--- src/rtl/bht_access_ctrl.sv ---
// rtl/bht_access_ctrl.sv - BHT RAM owner: init sweep, lookup/update arbitration, RMW counter updates

// Small circular queue holding resolved-branch updates until the table is free.
module bht_upd_fifo #(
  parameter int W     = 8,
  parameter int DEPTH = 4
) (
  input  logic         clk,
  input  logic         rst_n,
  input  logic         s_tvalid,
  input  logic [W-1:0] s_tdata,
  output logic         s_tready,
  output logic         m_tvalid,
  output logic [W-1:0] m_tdata,
  input  logic         m_tready,
  output logic         full
);
  localparam int AW = $clog2(DEPTH);

  logic [W-1:0]  mem [DEPTH];
  logic [AW-1:0] wr_ptr;
  logic [AW-1:0] rd_ptr;
  logic [AW:0]   count;
  logic          push;
  logic          pop;

  assign full     = (count == (AW+1)'(DEPTH));
  assign s_tready = rst_n && !full;
  assign m_tvalid = (count != '0);
  assign m_tdata  = mem[rd_ptr];
  assign push     = s_tvalid && s_tready;
  assign pop      = m_tready && m_tvalid;

  // Pointer and occupancy tracking; pointers wrap naturally as DEPTH is a power of two.
  always_ff @(posedge clk) begin
    if (!rst_n) begin
      wr_ptr <= '0;
      rd_ptr <= '0;
      count  <= '0;
    end else begin
      if (push) wr_ptr <= wr_ptr + 1'b1;
      if (pop)  rd_ptr <= rd_ptr + 1'b1;
      if (push && !pop)      count <= count + 1'b1;
      else if (pop && !push) count <= count - 1'b1;
    end
  end

  // Entry storage needs no reset: only slots below count are ever presented.
  always_ff @(posedge clk) begin
    if (push) mem[wr_ptr] <= s_tdata;
  end
endmodule

module bht_access_ctrl #(
  parameter int N            = 32,
  parameter int INDEX_WIDTH  = 8,
  parameter int FIFO_DEPTH   = 4,
  parameter int STARVE_LIMIT = 8
) (
  input  logic                   clk,
  input  logic                   rst_n,
  input  logic                   i_lkp_valid,
  input  logic [N-1:0]           i_lkp_pc,
  output logic                   o_lkp_ready,
  output logic                   o_lkp_rvalid,
  output logic                   o_lkp_taken,
  output logic [N-1:0]           o_lkp_target,
  input  logic                   i_upd_valid,
  input  logic [N-1:0]           i_upd_pc,
  input  logic [N-1:0]           i_upd_target,
  input  logic                   i_upd_taken,
  output logic                   o_upd_ready,
  output logic                   o_init_busy,
  output logic                   o_tbl_en,
  output logic                   o_tbl_we,
  output logic [INDEX_WIDTH-1:0] o_tbl_addr,
  output logic [N-1:0]           o_tbl_wtag,
  output logic [N-1:0]           o_tbl_wtarget,
  output logic [1:0]             o_tbl_wctr,
  input  logic [N-1:0]           i_tbl_rtag,
  input  logic [N-1:0]           i_tbl_rtarget,
  input  logic [1:0]             i_tbl_rctr
);
  localparam logic [1:0] ST_INIT   = 2'd0;
  localparam logic [1:0] ST_IDLE   = 2'd1;
  localparam logic [1:0] ST_UPD_RD = 2'd2;
  localparam logic [1:0] ST_UPD_WR = 2'd3;

  localparam int IW = INDEX_WIDTH;
  localparam int UW = 2 * N + 1;
  localparam int SW = $clog2(STARVE_LIMIT + 1);

  logic [1:0]    state;
  logic [1:0]    state_nxt;
  logic [IW-1:0] init_idx;
  logic [SW-1:0] starve_cnt;

  logic          fifo_nonempty;
  logic          fifo_full;
  logic [UW-1:0] head;
  logic [N-1:0]  head_pc;
  logic [N-1:0]  head_target;
  logic          head_taken;

  logic          upd_win;
  logic          lkp_grant;
  logic          upd_hit;
  logic [1:0]    new_ctr;
  logic [N-1:0]  new_target;

  logic          rvalid_q;
  logic [N-1:0]  pc_q;

  assign {head_pc, head_target, head_taken} = head;

  bht_upd_fifo #(
    .W     (UW),
    .DEPTH (FIFO_DEPTH)
  ) u_upd_fifo (
    .clk      (clk),
    .rst_n    (rst_n),
    .s_tvalid (i_upd_valid),
    .s_tdata  ({i_upd_pc, i_upd_target, i_upd_taken}),
    .s_tready (o_upd_ready),
    .m_tvalid (fifo_nonempty),
    .m_tdata  (head),
    .m_tready (rst_n && (state == ST_UPD_WR)),
    .full     (fifo_full)
  );

  // An update takes the table when the queue is full, nothing else wants it,
  // or lookups have been favoured for STARVE_LIMIT consecutive grants.
  assign upd_win   = fifo_nonempty &&
                     (fifo_full || !i_lkp_valid || (starve_cnt == SW'(STARVE_LIMIT)));
  assign lkp_grant = rst_n && (state == ST_IDLE) && i_lkp_valid && !upd_win;

  // Read-modify-write: the entry read in UPD_RD is on the read bus during UPD_WR.
  assign upd_hit = (i_tbl_rtag == head_pc);

  // New counter and target for the head update, from the entry just read.
  always_comb begin
    new_ctr    = 2'b01;
    new_target = head_target;
    if (upd_hit) begin
      if (head_taken) begin
        new_ctr = (i_tbl_rctr == 2'b11) ? 2'b11 : i_tbl_rctr + 2'b01;
      end else begin
        new_ctr    = (i_tbl_rctr == 2'b00) ? 2'b00 : i_tbl_rctr - 2'b01;
        new_target = i_tbl_rtarget;
      end
    end else begin
      new_ctr = head_taken ? 2'b10 : 2'b01;
    end
  end

  // Next-state selection for the table owner.
  always_comb begin
    state_nxt = state;
    case (state)
      ST_INIT:   if (init_idx == '1) state_nxt = ST_IDLE;
      ST_IDLE:   if (upd_win) state_nxt = ST_UPD_RD;
      ST_UPD_RD: state_nxt = ST_UPD_WR;
      ST_UPD_WR: state_nxt = ST_IDLE;
      default:   state_nxt = ST_INIT;
    endcase
  end

  // State, sweep index and starvation counter.
  always_ff @(posedge clk) begin
    if (!rst_n) begin
      state      <= ST_INIT;
      init_idx   <= '0;
      starve_cnt <= '0;
    end else begin
      state <= state_nxt;
      if (state == ST_INIT) init_idx <= init_idx + 1'b1;
      if (((state == ST_IDLE) && upd_win) || !fifo_nonempty) starve_cnt <= '0;
      else if (lkp_grant)                                     starve_cnt <= starve_cnt + 1'b1;
    end
  end

  // Table port drive; everything is held at zero while reset is asserted.
  always_comb begin
    o_tbl_en      = 1'b0;
    o_tbl_we      = 1'b0;
    o_tbl_addr    = '0;
    o_tbl_wtag    = '0;
    o_tbl_wtarget = '0;
    o_tbl_wctr    = 2'b00;
    if (rst_n) begin
      case (state)
        ST_INIT: begin
          o_tbl_en   = 1'b1;
          o_tbl_we   = 1'b1;
          o_tbl_addr = init_idx;
          o_tbl_wctr = 2'b01;
        end
        ST_IDLE: begin
          if (lkp_grant) begin
            o_tbl_en   = 1'b1;
            o_tbl_addr = i_lkp_pc[IW+1:2];
          end
        end
        ST_UPD_RD: begin
          o_tbl_en   = 1'b1;
          o_tbl_addr = head_pc[IW+1:2];
        end
        ST_UPD_WR: begin
          o_tbl_en      = 1'b1;
          o_tbl_we      = 1'b1;
          o_tbl_addr    = head_pc[IW+1:2];
          o_tbl_wtag    = head_pc;
          o_tbl_wtarget = new_target;
          o_tbl_wctr    = new_ctr;
        end
        default: ;
      endcase
    end
  end

  // Lookup response stage: remember the granted PC for the tag compare next cycle.
  always_ff @(posedge clk) begin
    if (!rst_n) begin
      rvalid_q <= 1'b0;
      pc_q     <= '0;
    end else begin
      rvalid_q <= lkp_grant;
      if (lkp_grant) pc_q <= i_lkp_pc;
    end
  end

  assign o_lkp_ready  = lkp_grant;
  assign o_lkp_rvalid = rvalid_q;
  assign o_lkp_taken  = rvalid_q && (i_tbl_rtag == pc_q) && i_tbl_rctr[1];
  assign o_lkp_target = !rvalid_q   ? '0 :
                        o_lkp_taken ? i_tbl_rtarget : pc_q + N'(4);
  assign o_init_busy  = !rst_n || (state == ST_INIT);
endmodule

--- config.mk ---
export PLATFORM = sky130hd
export DESIGN_NAME = bht_access_ctrl
export DESIGN_NICKNAME = d
export VERILOG_FILES = /design/src/rtl/bht_access_ctrl.sv
export SDC_FILE = /design/constraint.sdc
export NUM_CORES = 1
export LEC_CHECK = 0
export BUFFER_PORTS_ARGS = -buffer_cell sky130_fd_sc_hd__buf_4
export CAP_MARGIN = 40
export CORE_ASPECT_RATIO = 1.75
export CORE_MARGIN = 5
export CORE_UTILIZATION = 50
export CTS_CLUSTER_DIAMETER = 50
export DETAILED_ROUTE_END_ITERATION = 7
export GPL_ROUTABILITY_DRIVEN = 1
export GPL_TIMING_DRIVEN = 0
export MAX_ROUTING_LAYER = met4
export PLACE_DENSITY = 0.7
export SYNTH_ARGS = -nofsm -noshare
export SYNTH_HDL_FRONTEND = slang
export SYNTH_SLANG_ARGS = --single-unit
--- constraint.sdc ---
create_clock -name clk -period 7.2 [get_ports clk]
set_clock_uncertainty 0.2 [all_clocks]
set_input_delay 0.72 -clock clk [delete_from_list [all_inputs] [get_ports clk]]
set_output_delay 0.72 -clock clk [all_outputs]
set_load 0.01 [all_outputs]
# Word level (Yosys, flattened, before mapping)
# Memory sizes are Yosys's and may differ from the RTL's. A register that Yosys moved wholly into a read port is not among the register bits.
# Cells that the tools add are included.
[word_totals] ff_bits=54 ramBits=260 out_inout_bits=113 mem_count=1
[mem_list] memory="u_upd_fifo.mem" depth=4 word_bits=65 rd=1 rd_clocked_by_memory_dff=1 write_ports=1 line_no="20" source="logic [W-1:0] mem [DEPTH];"
[op_classes] add_sub_neg=9 eq_ne=11 mux=32 bitwise=1 reduce_logical=33
[ops] op="2-to-1 mux 32 bit" n=8
[ops] op="== test 32 bit" n=2
[ops] op="adder 32 x 3 -> 32 bit (second input constant)" n=1
[ops] op="one-hot mux 8 bit (3 select lines)" n=1
[ops] op="2-to-1 mux 2 bit" n=10
[ops] op="2-to-1 mux 8 bit" n=2
[ops] op="logical AND 1 bit" n=13
[ops] op="adder 8 x 1 -> 8 bit (second input constant)" n=1
[ops] op="== test 8 bit (second input constant)" n=1
[ops] op="one-hot mux 2 bit (4 select lines)" n=1
[ops] op="zero test 1 bit" n=7
[ops] op="adder 2 x 1 -> 2 bit (second input constant)" n=3
[ops] op="== test 2 bit (second input constant)" n=3
[ops] op="2-to-1 mux 1 bit" n=6
[ops] op="2-to-1 mux 3 bit" n=2
[ops] op="OR reduction 2 bit" n=3
[ops] op="adder 4 x 1 -> 4 bit (second input constant)" n=1
[ops] op="== test 4 bit (second input constant)" n=1
[ops] op="zero test 2 bit" n=2
[ops] op="logical OR 1 bit" n=4
[ops] op="inequality test 2 bit (second input constant)" n=2
[ops] op="one-hot mux 2 bit (2 select lines)" n=1
[ops] op="adder 3 x 1 -> 3 bit (second input constant)" n=1
[ops] op="== test 3 bit (second input constant)" n=1
[ops] op="other kinds (9)" n=9

# Longest topological paths before layout
# Gate-level depths: netlist (run 1).
[logic_depth] ltp_word=9 depth_mapped=10

# Modules after synthesis
# Synthesis (run 1) repeated with hierarchy kept, for this count alone.
[hier_totals] cells_unflattened=1080 area_unflattened_um2=14915.6
[modules_own_cells] mod="bht_upd_fifo" instances=1 cells_per_inst=387 area_per_inst_um2=9909.5 seq_area_each_um2=7987.7
[modules_own_cells] mod="bht_access_ctrl" instances=1 cells_per_inst=693 area_per_inst_um2=5006.1 seq_area_each_um2=940.9

# Worst setup path after synthesis (run 1)
# OpenSTA, ideal clock, no wires.
[synth_path] path_kind="reg2out" from="reg (tool-made name)" to="out o_tbl_wtarget[10]" arrival_ns=2.614 required_ns=6.280 slack_ns=3.666 stages_incl_launch_ff=11 path_buffers=4 cell_sequence="dfxtp_1 > buf_2 > clkbuf_1 > mux4_2 > xnor2_1 > nand4_1 > or4_1 > buf_2 > buf_2 > o31ai_1 > a21oi_1"
[synth_lines] element="end: declaration" line_no="78" source="output logic [N-1:0] o_tbl_wtarget,"

==> flow_metrics.env, run 1 <==
export IMPL_status="finished, final reports clean"
export IMPL_die_w_um=140
export IMPL_drive_above_1_share_pct=29.2
export IMPL_cts_setup_buffers=0
export IMPL_cts_htree_levels=1
export IMPL_p_total_mw=3.88
export IMPL_synth_compound_area_share_pct=6.44
export IMPL_synth_seq_area_share_pct=60.5
export IMPL_gr_usage_all_layers_pct=28.0
export IMPL_required_ns=6.28
export IMPL_hp_class="in -> reg"
export IMPL_synth_cells=1116
export IMPL_nets=1618
export IMPL_crit_fanout=10
export IMPL_cts_hold_buffers_added=0
export IMPL_final_common_cell="buf_4"
export IMPL_die_area_um2=33200
export IMPL_synth_mux_area_share_pct=11.4
export IMPL_grt_overflow=0
export IMPL_reg2reg_depth=10
export IMPL_critPathLaunchType="flop"
export IMPL_wirelength_um=46100
export IMPL_period_minus_slack_ns=5.56
export IMPL_clk_latency_ns=0.55
export IMPL_synth_seq_cells=316
export IMPL_holdCritStartpoint="i_lkp_pc[17]"
export IMPL_setup_tns_ns=0
export IMPL_crit_path_end_kind="output pin"
export IMPL_path_clk_slew_ns=0.07
export IMPL_initial_utilization_pct=50.4
export IMPL_synth_fa_ha_area_share_pct=1.24
export IMPL_cts_sinks=316
export IMPL_synth_top_cell_by_area="edfxtp_1"
export IMPL_dp_final_hpwl_um=35800
export IMPL_post_cts_resized=0
export IMPL_finalSetupViolations=0
export IMPL_syn2layout_area_growth_pct=25.5
export IMPL_numCtsBuffers=28
export IMPL_die_h_um=237
export IMPL_synth_xor_area_share_pct=6.17
export IMPL_grt_max_degree=44
export IMPL_gp_congestion=0.930
export IMPL_synth_top_family_by_area="simple AND/OR/NAND/NOR gates"
export IMPL_yosysWarnings=0
export IMPL_syn_area_um2=14800
export IMPL_rsz0062_at_grt="false"
export IMPL_ir_drop_mv=0.209
export IMPL_cts_tree="done"
export IMPL_antenna_left=0
export IMPL_cts_root_buf="clkbuf_16"
export IMPL_io_pins=280
export IMPL_final_cell_mix="buf_4 (282), edfxtp_1 (260), nor2_1 (96), nand2_1 (92), xnor2_1 (79)"
export IMPL_yosys_area_top_type_share_pct=52.9
export IMPL_arrival_ns=4.64
export IMPL_worst_slew_pin_transition_ns=0.814
export IMPL_fmax_ghz=0.180
export IMPL_reg2reg_from="u_upd_fifo.count[0]$_SDFFE_PN0P_"
export IMPL_wl_per_cell_um=25.0
export IMPL_io_buffers=279
export IMPL_p_leak_nw=6.41
export IMPL_relSlewSlack_pct=45.7
export IMPL_drt_vias_per_instance=5.82
export IMPL_synth_area_per_cell_um2=13.2
export IMPL_cts_path_max_buffers=3
export IMPL_hold_viol=0
export IMPL_setup_slack_ns=1.64
export IMPL_synthTopCellsByArea="edfxtp_1 (53%), mux4_2 (9.8%), dfxtp_1 (7.6%)"
export IMPL_dr_pass1_iters=5
export IMPL_finalMaxSlewViolations=0
export IMPL_power_density_nw_per_um2=210
export IMPL_synth_simple_area_share_pct=11.4
export IMPL_worstHoldPathCells=3
export IMPL_ys_types=43
export IMPL_fin_util_pct=63.2
export IMPL_synth_nets=1297
export IMPL_dpl_worst_slack_ns=2.30
export IMPL_grt_pass1_wl_um=67900
export IMPL_critPathKind="reg -> out"
export IMPL_antenna_found_initial=4
export IMPL_min_period_over_period_pct=77.2
export IMPL_rows=83
export IMPL_core_area_um2=29300
export IMPL_drcViolationCount=0
export IMPL_fill_cells=2378
export IMPL_drv_cap=0
export IMPL_drt_iter0_drc=817
export IMPL_vias=10700
export IMPL_grt_pass1_vias=11200
==> kinds of logic (layout without fill, tap and decap cells) <==
kind of cell	after synthesis	in the layout
AOI/OAI and AO/OA	154	154
xor gates and xnor gates	104	104
adders and majority gates	14	14
buffers and inverters	96	439
DFF	316	316
muxes	87	87
other	0	4
and+or+nand+nor	345	345
==> metal layers <==
metal / part of all wire (%) / GRT usage, % / vias up
met5: 0 / - / -
met4: 4.6 / 11.9 / 0
met3: 6.1 / 3.99 / 109
met2: 54 / 50.1 / 472
met1: 35 / 31.1 / 5293
li1: - / - / 4859
==> metrics by stage <==
stage,cells,hold slack [ns],area (um^2)
after global routing,1845,0.149,18500
after detailed placement,1789,0.289,17500
after global placement,1777,0.280,17300
final,1845,0.149,18500
after CTS,1841,0.128,18500
after floorplan,1116,0.259,14800
==> cells in the mapped netlist (all sizes together) <==
cell and n:
a211oi 29, a21oi 57, a31oi 3, and2 1, and3 8, and4 5
and4b 1, buf 23, clkbuf 51, clkinv 1, dfxtp 56, edfxtp 260
fa 1, ha 13, inv 21, mux2 9, mux2i 14, mux4 64
nand2 92, nand3 31, nand3b 1, nand4 58, nand4b 1, nor2 96
nor2b 29, nor3 4, nor4 7, nor4b 1, nor4bb 1, o2111ai 1
o21a 1, o21ai 25, o31a 1, o31ai 37, or3 5, or3b 1
or4 3, xnor2 79, xor2 25
==> worst paths after layout <==
path,end,slack [ns]
setup reg to reg,u_upd_fifo.count[2]$_SDFFE_PN0P_,4.33
setup / recovery,o_tbl_wtarget[18],1.64
hold / removal,pc_q[17]$_SDFFE_PN0N_,0.15
hold reg to reg,state[1]$_SDFFE_PN0P_,0.30
==> final cells by class <==
class | instances | area [um^2] | area share, %
well taps | 382 | 478 | 2.58
diodes | 4 | 10.0 | 0.0541
inverters | 22 | 82.6 | 0.446
clock buffers | 43 | 872 | 4.71
repair buffers | 291 | 2280 | 12.3
flip-flops and latches | 316 | 8930 | 48.2
plain buffers | 74 | 329 | 1.78
multi-input cells | 704 | 5440 | 29.4
clock inverters | 9 | 104 | 0.561
==> registers in the layout, indices dropped and copies added, names as in the netlist, named ones only <==
register and flops:
u_upd_fifo.rd_ptr 2, u_upd_fifo.mem 260, pc_q 32, state 2, u_upd_fifo.count 3, u_upd_fifo.wr_ptr 2, init_idx 8, o_lkp_rvalid 1
starve_cnt 4
==> power by group <==
group          total (mW)  internal (mW)  switching [mW]
logic               0.274          0.129           0.145
registers            2.04           2.03          0.0160
clock network        1.57          0.909           0.657
==> critical path: stages, from the launching register on <==
cell and delay [ns]:
dfxtp_1 0.32, buf_2 0.27, buf_1 0.56, mux4_2 0.48
xnor2_1 0.24, nand4_1 0.28, nor4_2 0.63, buf_4 0.27
clkbuf_1 0.41, nand4_1 0.16, a21oi_1 0.28, buf_4 0.18
(Power assumes the default switching activity.)
==> inputs of run 2 (changes only) <==
--- a/config.mk
+++ b/config.mk
@@ -15,7 +15,7 @@
 export GPL_ROUTABILITY_DRIVEN = 1
 export GPL_TIMING_DRIVEN = 0
 export MAX_ROUTING_LAYER = met4
-export PLACE_DENSITY = 0.7
+export PLACE_DENSITY = 0.73
 export SYNTH_ARGS = -nofsm -noshare
 export SYNTH_HDL_FRONTEND = slang
 export SYNTH_SLANG_ARGS = --single-unit
==> constraint.sdc (replaced) <==
create_clock -name clk -period 4.95 [get_ports clk]
set_clock_uncertainty 0.2 [all_clocks]
set_input_delay 0.495 -clock clk [delete_from_list [all_inputs] [get_ports clk]]
set_output_delay 0.495 -clock clk [all_outputs]
set_load 0.01 [all_outputs]
==> flow_metrics.env, run 2 (synthesized netlist as in run 1, its figures left out) <==
export IMPL_rsz0062_at_grt="false"
export IMPL_critPathKind="reg -> out"
export IMPL_critPathLaunchType="flop"
export IMPL_regToRegSetupSlack_ns=2.09
export IMPL_power_density_nw_per_um2=291
export IMPL_cts_path_max_buffers=3
export IMPL_reg2reg_from="u_upd_fifo.count[0]$_SDFFE_PN0P_"
export IMPL_grt_overflow=0
export IMPL_cts_htree_levels=1
export IMPL_crit_path_end_kind="output pin"
export IMPL_drv_cap=0
export IMPL_reg_top3="u_upd_fifo.mem (260), pc_q (32), init_idx (8)"
export IMPL_syn2layout_area_growth_pct=31.3
export IMPL_antenna_left=0
export IMPL_gr_usage_all_layers_pct=28.2
export IMPL_slowest_delay_ns=0.51
export IMPL_placedInstanceArea_um2=17500
export IMPL_grt_pass1_wl_um=68900
export IMPL_status="finished, final reports clean"
export IMPL_required_ns=4.26
export IMPL_io_pins=280
export IMPL_clk_latency_ns=0.55
export IMPL_p_leak_nw=6.81
export IMPL_final_common_cell="buf_4"
export IMPL_dp_final_hpwl_um=35600
export IMPL_final_cell_mix="buf_4 (281), edfxtp_1 (260), nor2_1 (96), nand2_1 (92), dlygate4sd3_1 (89)"
export IMPL_power_frac_seq_pct=52.6
export IMPL_vias=11100
export IMPL_cts_root_buf="clkbuf_16"
export IMPL_dr_pass1_iters=5
export IMPL_grt_pass1_vias=11700
export IMPL_antenna_found_initial=1
export IMPL_numCtsBuffers=28
export IMPL_grt_max_degree=41
export IMPL_drt_iter0_drc=747
export IMPL_worst_slew_pin_transition_ns=0.844
export IMPL_hp_class="in -> reg"
export IMPL_internal_power_mw=4.41
export IMPL_arrival_ns=4.06
export IMPL_slowest_stage="nor4_4"
export IMPL_endpoint="o_tbl_wtarget[18]"
export IMPL_top_register="u_upd_fifo.mem"
export IMPL_rows=83
export IMPL_hold_viol=0
export IMPL_die_area_um2=33200
export IMPL_wl_per_cell_um=24.2
export IMPL_p_sw_share_pct=21.9
export IMPL_finalMaxSlewViolations=0
export IMPL_wirelength_um=46800
export IMPL_fmax_ghz=0.210
export IMPL_cp_depth=11
export IMPL_p_comb_share_pct=8.1
export IMPL_drcViolationCount=0
export IMPL_relSlewSlack_pct=43.7
export IMPL_io_buffers=279
export IMPL_period_minus_slack_ns=4.76
export IMPL_post_route_cell_area_um2=19400
export IMPL_finalSetupViolations=0
export IMPL_nets=1707
export IMPL_min_period_over_period_pct=96.1
export IMPL_initial_utilization_pct=50.4
export IMPL_drt_vias_per_instance=5.77
export IMPL_gp_congestion=0.931
export IMPL_ir_drop_mv=0.303
export IMPL_critPathBufInv=5
export IMPL_cp_cell_sequence="buf_2 -> clkbuf_2 -> mux4_2 -> xnor2_1 -> nand4_1 -> nor4_4 -> buf_4 -> clkbuf_1 -> nand4_1 -> a21oi_1 -> buf_4"
export IMPL_cts_tree="done"
export IMPL_clkPwrFrac_pct=39.2
export IMPL_cts_setup_buffers=0
export IMPL_path_clk_slew_ns=0.07
export IMPL_cp_top_family="buffers and inverters"
export IMPL_reg2reg_depth=10
export IMPL_drive_above_1_share_pct=28.2
export IMPL_setup_tns_ns=0
export IMPL_fin_util_pct=66.2
export IMPL_die_h_um=237
export IMPL_p_switching_mw=1.24
export IMPL_core_area_um2=29300
export IMPL_reg2reg_to="u_upd_fifo.count[2]$_SDFFE_PN0P_"
export IMPL_largest_reg_flops=260
export IMPL_crit_fanout=10
export IMPL_die_w_um=140
export IMPL_cts_sinks=316
-- run 2: cell count changes in the layout (fill, tap and decap cells not counted), moves of 2 or more --
cell | previous run | this run
nor4_2 | 2 | 0
buf_8 | 3 | 1
dlygate4sd3_1 | 0 | 89
buf_1 | 10 | 8
clkinv_4 | 2 | 4
clkbuf_1 | 59 | 51
clkinv_2 | 1 | 7
buf_6 | 7 | 9
diode_2 | 4 | 1
clkbuf_2 | 0 | 2
clkbuf_8 | 3 | 0
nor4_4 | 0 | 2
-- run 2: worst min path at each step --
stage	slack [ns]	cells past startpoint	startpoint	end
detailed placement	0.30	2	u_upd_fifo.count[2]$_SDFFE_PN0P_	u_upd_fifo.count[2]$_SDFFE_PN0P_
floorplan	0.26	2	pc_q[0]$_SDFFE_PN0N_	pc_q[0]$_SDFFE_PN0N_
global route	0.07	3	i_lkp_pc[3]	pc_q[3]$_SDFFE_PN0N_
global placement	0.28	2	init_idx[7]$_SDFFE_PN0P_	init_idx[7]$_SDFFE_PN0P_
finish	0.06	3	i_lkp_pc[5]	pc_q[5]$_SDFFE_PN0N_
CTS	0.06	3	i_lkp_pc[5]	pc_q[5]$_SDFFE_PN0N_
-- run 2: routing by layer --
metal	part of all wire (%)	wire, um	vias up	global-route usage [%]
met1	35	16300	5447	31.4
met2	54	25300	522	50.6
met3	6.7	3140	115	3.90
li1	-	-	5053	-
met5	0	0	-	-
met4	4.3	2030	0	11.6
-- run 2: worst reg2reg max path, cell delays in order (launching register included) --
cell      delay (ns)
dfxtp_1         0.45
nor2_1          0.09
a21oi_1         0.39
and2_1          0.19
clkbuf_1        0.19
ha_1            0.21
inv_1           0.06
fa_1            0.37
xor2_1          0.18
or3_1           0.31
a21oi_1         0.14
-- run 2: repair_timing --
| item | in CTS | in global routing |
|---|---|---|
| gates cloned | 0 | 0 |
| hold endpoints to repair | 284 | 0 |
| endpoints found under the setup margin | 20 | 20 |
| hold buffers | 89 | 0 |
| resized for setup | 2 | 4 |
-- run 2: power by group through the flow --
stage | clock network [mW] | logic, mW | registers [mW]
floorplan | 0 | 0.168 | 3.03
global placement | 0 | 0.378 | 3.03
detailed placement | 0 | 0.396 | 3.03
CTS | 2.24 | 0.458 | 2.97
global route | 2.34 | 0.491 | 2.98
finish | 2.22 | 0.460 | 2.97
-- run 2: stage by stage --
step                      total power, mW  cells  worst slack, ns  hold WS [ns]
after floorplan                      3.20   1116             1.64         0.259
after global placement               3.41   1777            0.107         0.284
after detailed placement             3.43   1789            0.357         0.299
after CTS                            5.67   1930          0.00652        0.0582
after global routing                 5.80   1931           0.0147        0.0675
final                                5.65   1931            0.194        0.0614
-- run 2: final cells by class --
cell class,instances,area (um^2)
antenna,1,2.50
inverter,22,82.6
clock inverter,19,148
timing repair buffer,380,3150
sequential,316,8930
multi-input combinational,704,5450
fill,2254,9900
buffer,74,335
clock buffer,33,805
tap,382,478
